`config.mk`:
```
export PLATFORM = sky130hd
export DESIGN_NAME = pia_bus_master
export DESIGN_NICKNAME = d
export VERILOG_FILES = /design/src/rtl/pia_bus_pkg.sv /design/src/rtl/pia_master_cycle_ctr.sv /design/src/rtl/pia_bus_master.sv
export SDC_FILE = /design/constraint.sdc
export NUM_CORES = 1
export LEC_CHECK = 0
export CAP_MARGIN = 25
export CORE_MARGIN = 2
export CORE_UTILIZATION = 45
export CTS_BUF_LIST = sky130_fd_sc_hd__clkbuf_16
export CTS_CLUSTER_DIAMETER = 40
export DETAILED_ROUTE_END_ITERATION = 12
export PLACE_DENSITY_LB_ADDON = 0.15
export RECOVER_POWER = 25
export SETUP_SLACK_MARGIN = 0.02
export SYNTH_ARGS = -nofsm -noshare
export SYNTH_HDL_FRONTEND = slang
export SYNTH_HIERARCHICAL = 1
export SYNTH_SLANG_ARGS = --single-unit
```
`constraint.sdc`:
```
create_clock -name clk_i -period 5.37 [get_ports clk_i]
set_input_delay 0.8055 -clock clk_i [delete_from_list [all_inputs] [get_ports clk_i]]
set_output_delay 0.8055 -clock clk_i [all_outputs]
set_load 0.05 [all_outputs]
```
`src/rtl/pia_bus_pkg.sv`:
```
// Shared definitions for the PIA register-bus master: command op codes,
// PIA register map, controller states and counter widths.
package pia_bus_pkg;

  typedef enum logic [1:0] {
    OP_WRITE = 2'b00,
    OP_READ  = 2'b01,
    OP_POLL  = 2'b10,
    OP_WAIT  = 2'b11
  } op_e;

  localparam logic [6:0] ADR_SWCHA  = 7'h00;
  localparam logic [6:0] ADR_SWACNT = 7'h01;
  localparam logic [6:0] ADR_SWCHB  = 7'h02;
  localparam logic [6:0] ADR_SWBCNT = 7'h03;
  localparam logic [6:0] ADR_INTIM  = 7'h04;
  localparam logic [6:0] ADR_INSTAT = 7'h05;
  localparam logic [6:0] ADR_TIM1T  = 7'h14;
  localparam logic [6:0] ADR_TIM8T  = 7'h15;
  localparam logic [6:0] ADR_TIM64T = 7'h16;
  localparam logic [6:0] ADR_T1024T = 7'h17;

  typedef enum logic [2:0] {
    ST_IDLE,
    ST_ISSUE,
    ST_CAPTURE,
    ST_GAP,
    ST_WAIT,
    ST_RESP
  } state_e;

  // 18 bits holds 255 x 1024 wait cycles without wrapping.
  localparam int CTR_W      = 18;
  localparam int POLL_CNT_W = 16;

endpackage

```
`src/rtl/pia_master_cycle_ctr.sv`:
```
// Loadable down-counter with a zero flag; times both the poll gap and WAIT
// commands. Load takes priority; decrement stops at zero.
module pia_master_cycle_ctr #(
  parameter int W = 18
) (
  input  logic         clk_i,
  input  logic         rst_ni,
  input  logic         load_i,
  input  logic [W-1:0] load_val_i,
  input  logic         dec_i,
  output logic         zero_o
);

  logic [W-1:0] cnt_q, cnt_d;

  always_comb begin
    cnt_d = cnt_q;
    if (load_i) begin
      cnt_d = load_val_i;
    end else if (dec_i && (cnt_q != '0)) begin
      cnt_d = cnt_q - 1'b1;
    end
  end

  always_ff @(posedge clk_i or negedge rst_ni) begin
    if (!rst_ni) begin
      cnt_q <= '0;
    end else begin
      cnt_q <= cnt_d;
    end
  end

  assign zero_o = (cnt_q == '0);

endmodule

```
`src/rtl/pia_bus_master.sv`:
```
// Command-driven initiator for the PIA register bus (WRITE/READ/POLL/WAIT).
// Define PIA_BUS_MASTER_POLL_TIMEOUT_EN to bound POLL at MAX_POLLS reads.
module pia_bus_master
  import pia_bus_pkg::*;
#(
  parameter int POLL_GAP   = 4,
  parameter int MAX_POLLS  = 256,
  parameter int WAIT_SCALE = 1
) (
  input  logic       clk_i,
  input  logic       rst_ni,
  input  logic       cmd_valid_i,
  output logic       cmd_ready_o,
  input  logic [1:0] cmd_op_i,
  input  logic [6:0] cmd_adr_i,
  input  logic [7:0] cmd_dat_i,
  output logic       rsp_valid_o,
  input  logic       rsp_ready_i,
  output logic [7:0] rsp_dat_o,
  output logic       rsp_timeout_o,
  output logic       stb_o,
  output logic       we_o,
  output logic [6:0] adr_o,
  output logic [7:0] dat_o,
  input  logic [7:0] dat_i
);

  state_e                state_q, state_d;
  op_e                   op_q, op_d;
  logic [6:0]            adr_q, adr_d;
  logic [7:0]            arg_q, arg_d;
  logic [7:0]            rsp_dat_q, rsp_dat_d;
  logic                  rsp_tmo_q, rsp_tmo_d;
  logic [POLL_CNT_W-1:0] poll_cnt_q, poll_cnt_d;

  logic             accept;
  logic             poll_match;
  logic             poll_exhausted;
  logic             ctr_load;
  logic             ctr_dec;
  logic             ctr_zero;
  logic [CTR_W-1:0] ctr_load_val;
  logic [CTR_W-1:0] wait_cycles;

  assign accept      = cmd_valid_i && (state_q == ST_IDLE);
  assign wait_cycles = CTR_W'(cmd_dat_i) * CTR_W'(WAIT_SCALE);
  // A zero mask means "any value", so the first read always completes.
  assign poll_match  = (arg_q == 8'd0) || ((dat_i & arg_q) != 8'd0);

`ifdef PIA_BUS_MASTER_POLL_TIMEOUT_EN
  assign poll_exhausted = (({1'b0, poll_cnt_q} + (POLL_CNT_W+1)'(1))
                           >= (POLL_CNT_W+1)'(MAX_POLLS));
`else
  assign poll_exhausted = 1'b0;
`endif

  assign ctr_dec = (state_q == ST_GAP) || (state_q == ST_WAIT);

  pia_master_cycle_ctr #(
    .W(CTR_W)
  ) u_cycle_ctr (
    .clk_i      (clk_i),
    .rst_ni     (rst_ni),
    .load_i     (ctr_load),
    .load_val_i (ctr_load_val),
    .dec_i      (ctr_dec),
    .zero_o     (ctr_zero)
  );

  always_ff @(posedge clk_i or negedge rst_ni) begin
    if (!rst_ni) begin
      state_q <= ST_IDLE;
    end else begin
      state_q <= state_d;
    end
  end

  // Counter is loaded with N-1 so that exactly N cycles are spent in GAP/WAIT.
  always_comb begin
    state_d      = state_q;
    ctr_load     = 1'b0;
    ctr_load_val = '0;
    unique case (state_q)
      ST_IDLE: begin
        if (accept) begin
          if (op_e'(cmd_op_i) == OP_WAIT) begin
            if (wait_cycles == '0) begin
              state_d = ST_RESP;
            end else begin
              state_d      = ST_WAIT;
              ctr_load     = 1'b1;
              ctr_load_val = wait_cycles - 1'b1;
            end
          end else begin
            state_d = ST_ISSUE;
          end
        end
      end
      ST_ISSUE: begin
        state_d = (op_q == OP_WRITE) ? ST_RESP : ST_CAPTURE;
      end
      ST_CAPTURE: begin
        if ((op_q != OP_POLL) || poll_match || poll_exhausted) begin
          state_d = ST_RESP;
        end else if (POLL_GAP == 0) begin
          state_d = ST_ISSUE;
        end else begin
          state_d      = ST_GAP;
          ctr_load     = 1'b1;
          ctr_load_val = CTR_W'(POLL_GAP - 1);
        end
      end
      ST_GAP: begin
        if (ctr_zero) state_d = ST_ISSUE;
      end
      ST_WAIT: begin
        if (ctr_zero) state_d = ST_RESP;
      end
      ST_RESP: begin
        if (rsp_ready_i) state_d = ST_IDLE;
      end
      default: state_d = ST_IDLE;
    endcase
  end

  always_comb begin
    op_d       = op_q;
    adr_d      = adr_q;
    arg_d      = arg_q;
    rsp_dat_d  = rsp_dat_q;
    rsp_tmo_d  = rsp_tmo_q;
    poll_cnt_d = poll_cnt_q;
    if (accept) begin
      op_d       = op_e'(cmd_op_i);
      adr_d      = cmd_adr_i;
      arg_d      = cmd_dat_i;
      rsp_dat_d  = 8'd0;
      rsp_tmo_d  = 1'b0;
      poll_cnt_d = '0;
    end else if (state_q == ST_CAPTURE) begin
      rsp_dat_d = dat_i;
      if ({16'd0, poll_cnt_q} < 32'(MAX_POLLS)) begin
        poll_cnt_d = poll_cnt_q + 1'b1;
      end
      if ((op_q == OP_POLL) && !poll_match && poll_exhausted) begin
        rsp_tmo_d = 1'b1;
      end
    end
  end

  always_ff @(posedge clk_i or negedge rst_ni) begin
    if (!rst_ni) begin
      op_q       <= OP_WRITE;
      adr_q      <= '0;
      arg_q      <= '0;
      rsp_dat_q  <= '0;
      rsp_tmo_q  <= 1'b0;
      poll_cnt_q <= '0;
    end else begin
      op_q       <= op_d;
      adr_q      <= adr_d;
      arg_q      <= arg_d;
      rsp_dat_q  <= rsp_dat_d;
      rsp_tmo_q  <= rsp_tmo_d;
      poll_cnt_q <= poll_cnt_d;
    end
  end

  always_comb begin
    cmd_ready_o   = rst_ni && (state_q == ST_IDLE);
    stb_o         = (state_q == ST_ISSUE);
    we_o          = (state_q == ST_ISSUE) && (op_q == OP_WRITE);
    adr_o         = (state_q == ST_ISSUE) ? adr_q : 7'd0;
    dat_o         = ((state_q == ST_ISSUE) && (op_q == OP_WRITE)) ? arg_q : 8'd0;
    rsp_valid_o   = (state_q == ST_RESP);
    rsp_dat_o     = (state_q == ST_RESP) ? rsp_dat_q : 8'd0;
    rsp_timeout_o = (state_q == ST_RESP) && rsp_tmo_q;
  end

endmodule
```
==> run summary <==
Tcrit/Tclk final: 0.751
Count of flip-flops with a built-in enable after synthesis: 0
Critical path type: reg2out
Global router's overall resource usage: 0.219
Hold slack final: 0.482 ns
Summed instance area of the synthesized netlist: 3010 um^2
Slowest cell delay on critical path: 0.85 ns
Start point of the worst hold path: adr_q[5]$_DFFE_PN0N_
Power Density: 518 nW/um^2
Total wire length: 7620 um
Via count normalized by instance count: 6.04
Post-synthesis net count: 356
Maximum capacitance violations: 1
Critical-path cell list: nor3b_4 -> nor3b_2 -> and2_1 -> clkdlybuf4s50_1
Number of port buffers: 55
Share of final-layout standard cells stronger than drive strength 1: 0.0914
Flops & latches, synth: 46
Time the final worst path needs with I/O delays and setup: 4.03 ns
Run status: finished, violations left
Violations in the final reports: max-capacitance violations, max-slew violations
Signed area change from the synthesized netlist to the final layout: 23.4%
Maximum number of pins on one net before global-route repair: 47
Mean routed wirelength per cell: 17.0 um
Post-CTS repair timing setup buffer count: 0
Relative slew slack: -0.676
Vertical die dimension: 85.8 um
Category of the worst setup path launch point: register
Die ar.: 7360 um^2
Root buffer selected by CTS: sky130_fd_sc_hd__clkbuf_16
Via count of the first global-routing pass: 2,574
Initial DRT Pass Iterations: 7
Data arrival, critical path: 3.23 ns
Crit path max-delay cell type: sky130_fd_sc_hd__dfrtp_1
Tightest Pin Transition: 2.51 ns
Proportion of synthesized flip-flops having asynchronous set or reset: 1.00
Drt initial violations: 261
Sum of negative setup slack: 0 ns
Initial cell density of the core: 0.469
GPL Wtd Cong: 0.884
Antenna violations before repair: 0
Ys flop type: sky130_fd_sc_hd__dfrtp_1
HPWL after DPL: 5400 um
Crit path buffers/inverters: 1
Final setup violation count: 0
Beginning of the worst register-to-register path: state_q[0]$_DFFE_PN0P_
Clock net sink count: 46
Share of the yosys chip area belonging to registers: 0.383
First-pass GRT wire length: 12,900 um
Mean post-synth cell area: 9.29 um^2
Clock Path Buffers: 2
Number of standard-cell rows in the floorplan: 29
CTS HTree Levels: 2
Top achievable clock speed: 248 MHz
Post-synth cell types: 65
CP required: 4.56 ns
Final antenna-violating net count: 0
Core Footprint: 6420 um^2
Clock latency on the worst-skew pair: 0.29 ns
Endpoint type of the worst setup path: output pin
Number of primary I/O pins: 57
Clock transition at path regs: 0.06 ns
Crit Path Max Fanout: 25
Family of cells with the greatest summed delay on the critical path: simple AND/OR/NAND/NOR gates
Number of cells produced by synthesis: 324
Unrepaired setup endpoints after global routing: false
Width of the chip: 85.8 um
Max rail drop VDD: 355 uV
Global-route congestion overflow total: 0
Clock Skews: 0.00360 ns
Diode insertion count for antenna repair: 0
Number of hold violations in the final report: 0
Total via count in the routed design: 2,711
Post_cts resized: 0
CTS buffer count: 5
Total leakage power: 1.43 nW
Net count, final: 403
Classification of the worst-slack hold path: reg2reg
Warnings from Yosys: 6
CTS Hold Bufs: 0
Origin of the worst setup path: state_q[0]$_DFFE_PN0P_
Final Slew Violations: 47
Residual DRC count: 0
TritonCTS clock tree: yes
final timing paths:
kind / end / slack [ns] / cells after the start
worst max-delay path: dat_o[6] / 1.34 / 4
worst min-delay path: adr_q[5]$_DFFE_PN0N_ / 0.48 / 1
worst max register to register: u_cycle_ctr/cnt_q[6]$_DFFE_PN0P_ / 2.31 / 6
worst min register to register: adr_q[5]$_DFFE_PN0N_ / 0.48 / 1
max in group asynchronous: u_cycle_ctr/cnt_q[3]$_DFFE_PN0P_ / 2.40 / 2
min in group asynchronous: arg_q[4]$_DFFE_PN0N_ / 1.55 / 2
logic make-up (layout without fill, tap and decap cells):
group | Yosys count | count (layout) | synth area share
adders and majority gates | 3 | 3 | 0.0125
muxes | 18 | 18 | 0.0794
other | 1 | 1 | 0.00125
AOI/OAI and AO/OA | 69 | 69 | 0.160
DFF | 46 | 46 | 0.383
xor gates and xnor gates | 4 | 4 | 0.0116
and+or+nand+nor | 158 | 158 | 0.311
buffers and inverters | 25 | 73 | 0.0416
synthesized netlist by cell type, drive strengths merged (2+ instances only):
master	instances	area share
o21ai	17	0.028
nand2b	3	0.0062
ha	3	0.012
nand3	11	0.018
a2111oi	2	0.0079
dfrtp	46	0.38
o22ai	3	0.0062
or4b	2	0.0067
nor3b	4	0.015
or4	11	0.029
a21oi	10	0.017
nor2b	2	0.0042
o311ai	5	0.015
inv	5	0.0062
buf	8	0.020
and3	8	0.017
o31ai	3	0.0075
a22o	2	0.0058
o211ai	4	0.010
a211oi	3	0.0075
xnor2	3	0.0087
nor4b	3	0.014
a2bb2oi	4	0.012
clkbuf	11	0.014
nor2	23	0.029
and2	19	0.039
mux2	17	0.076
nor3	8	0.013
nand2	36	0.045
o41ai	2	0.0058
nand4	6	0.017
a31oi	5	0.010
or3	5	0.012
nor4	9	0.021
and4b	3	0.010
a311o	2	0.0067
per-stage QoR:
step	util	area [um^2]	std cells	worst slack (ns)	total power, mW
6_report	0.578	3710	449	1.34	1.92
5_1_grt	0.578	3710	449	1.13	2.05
4_1_cts	0.579	3720	449	1.33	1.93
3_5_place_dp	0.558	3580	441	1.63	1.63
3_3_place_gp	0.558	3580	441	1.65	1.62
2_1_floorplan	-	3010	324	2.17	1.36
where the power goes:
| part | switching, mW | internal [mW] |
|---|---|---|
| sequential | 0.206 | 0.509 |
| clock | 0.130 | 0.168 |
| combinational | 0.506 | 0.406 |
| total | 0.842 | 1.08 |
cell type report:
class,instances,area (um^2)
clock buffer,5,125
sequential,46,1150
fill,581,2710
tap,77,96.3
multi-input combinational,253,1740
clock inverter,3,11.3
inverter,6,22.5
timing repair buffer,59,571
sequential cells by signal (all words and copies together), names as in the netlist:
signal             count
u_cycle_ctr/cnt_q     18
arg_q                  8
rsp_dat_q              8
adr_q                  7
state_q                3
op_q                   2
routing by layer:
metal / global-route usage / vias up / part of all wire
met5: 0 / - / 0
met4: 0.0418 / 0 / 0.0066
met3: 0.0414 / 7 / 0.041
met2: 0.324 / 85 / 0.45
met1: 0.336 / 1307 / 0.51
li1: - / 1312 / -
layout by cell type, fill, tap and decap left out, drive strengths merged, types with 2 or more instances in the layout:
cell | Yosys | layout
a2111oi | 2 | 2
a211oi | 3 | 3
a21oi | 10 | 10
a22o | 2 | 2
a2bb2oi | 4 | 4
a311o | 2 | 2
a31oi | 5 | 5
and2 | 19 | 19
and3 | 8 | 8
and4b | 3 | 3
buf | 8 | 3
clkbuf | 11 | 7
clkdlybuf4s50 | 0 | 54
clkinv | 1 | 4
dfrtp | 46 | 46
ha | 3 | 3
inv | 5 | 5
mux2 | 17 | 17
nand2 | 36 | 36
nand2b | 3 | 3
nand3 | 11 | 11
nand4 | 6 | 6
nor2 | 23 | 23
nor2b | 2 | 2
nor3 | 8 | 8
nor3b | 4 | 4
nor4 | 9 | 9
nor4b | 3 | 3
o211ai | 4 | 4
o21ai | 17 | 17
o22ai | 3 | 3
o311ai | 5 | 5
o31ai | 3 | 3
o41ai | 2 | 2
or3 | 5 | 5
or4 | 11 | 11
or4b | 2 | 2
xnor2 | 3 | 3
No activity file was read; power rests on OpenSTA's default activity.
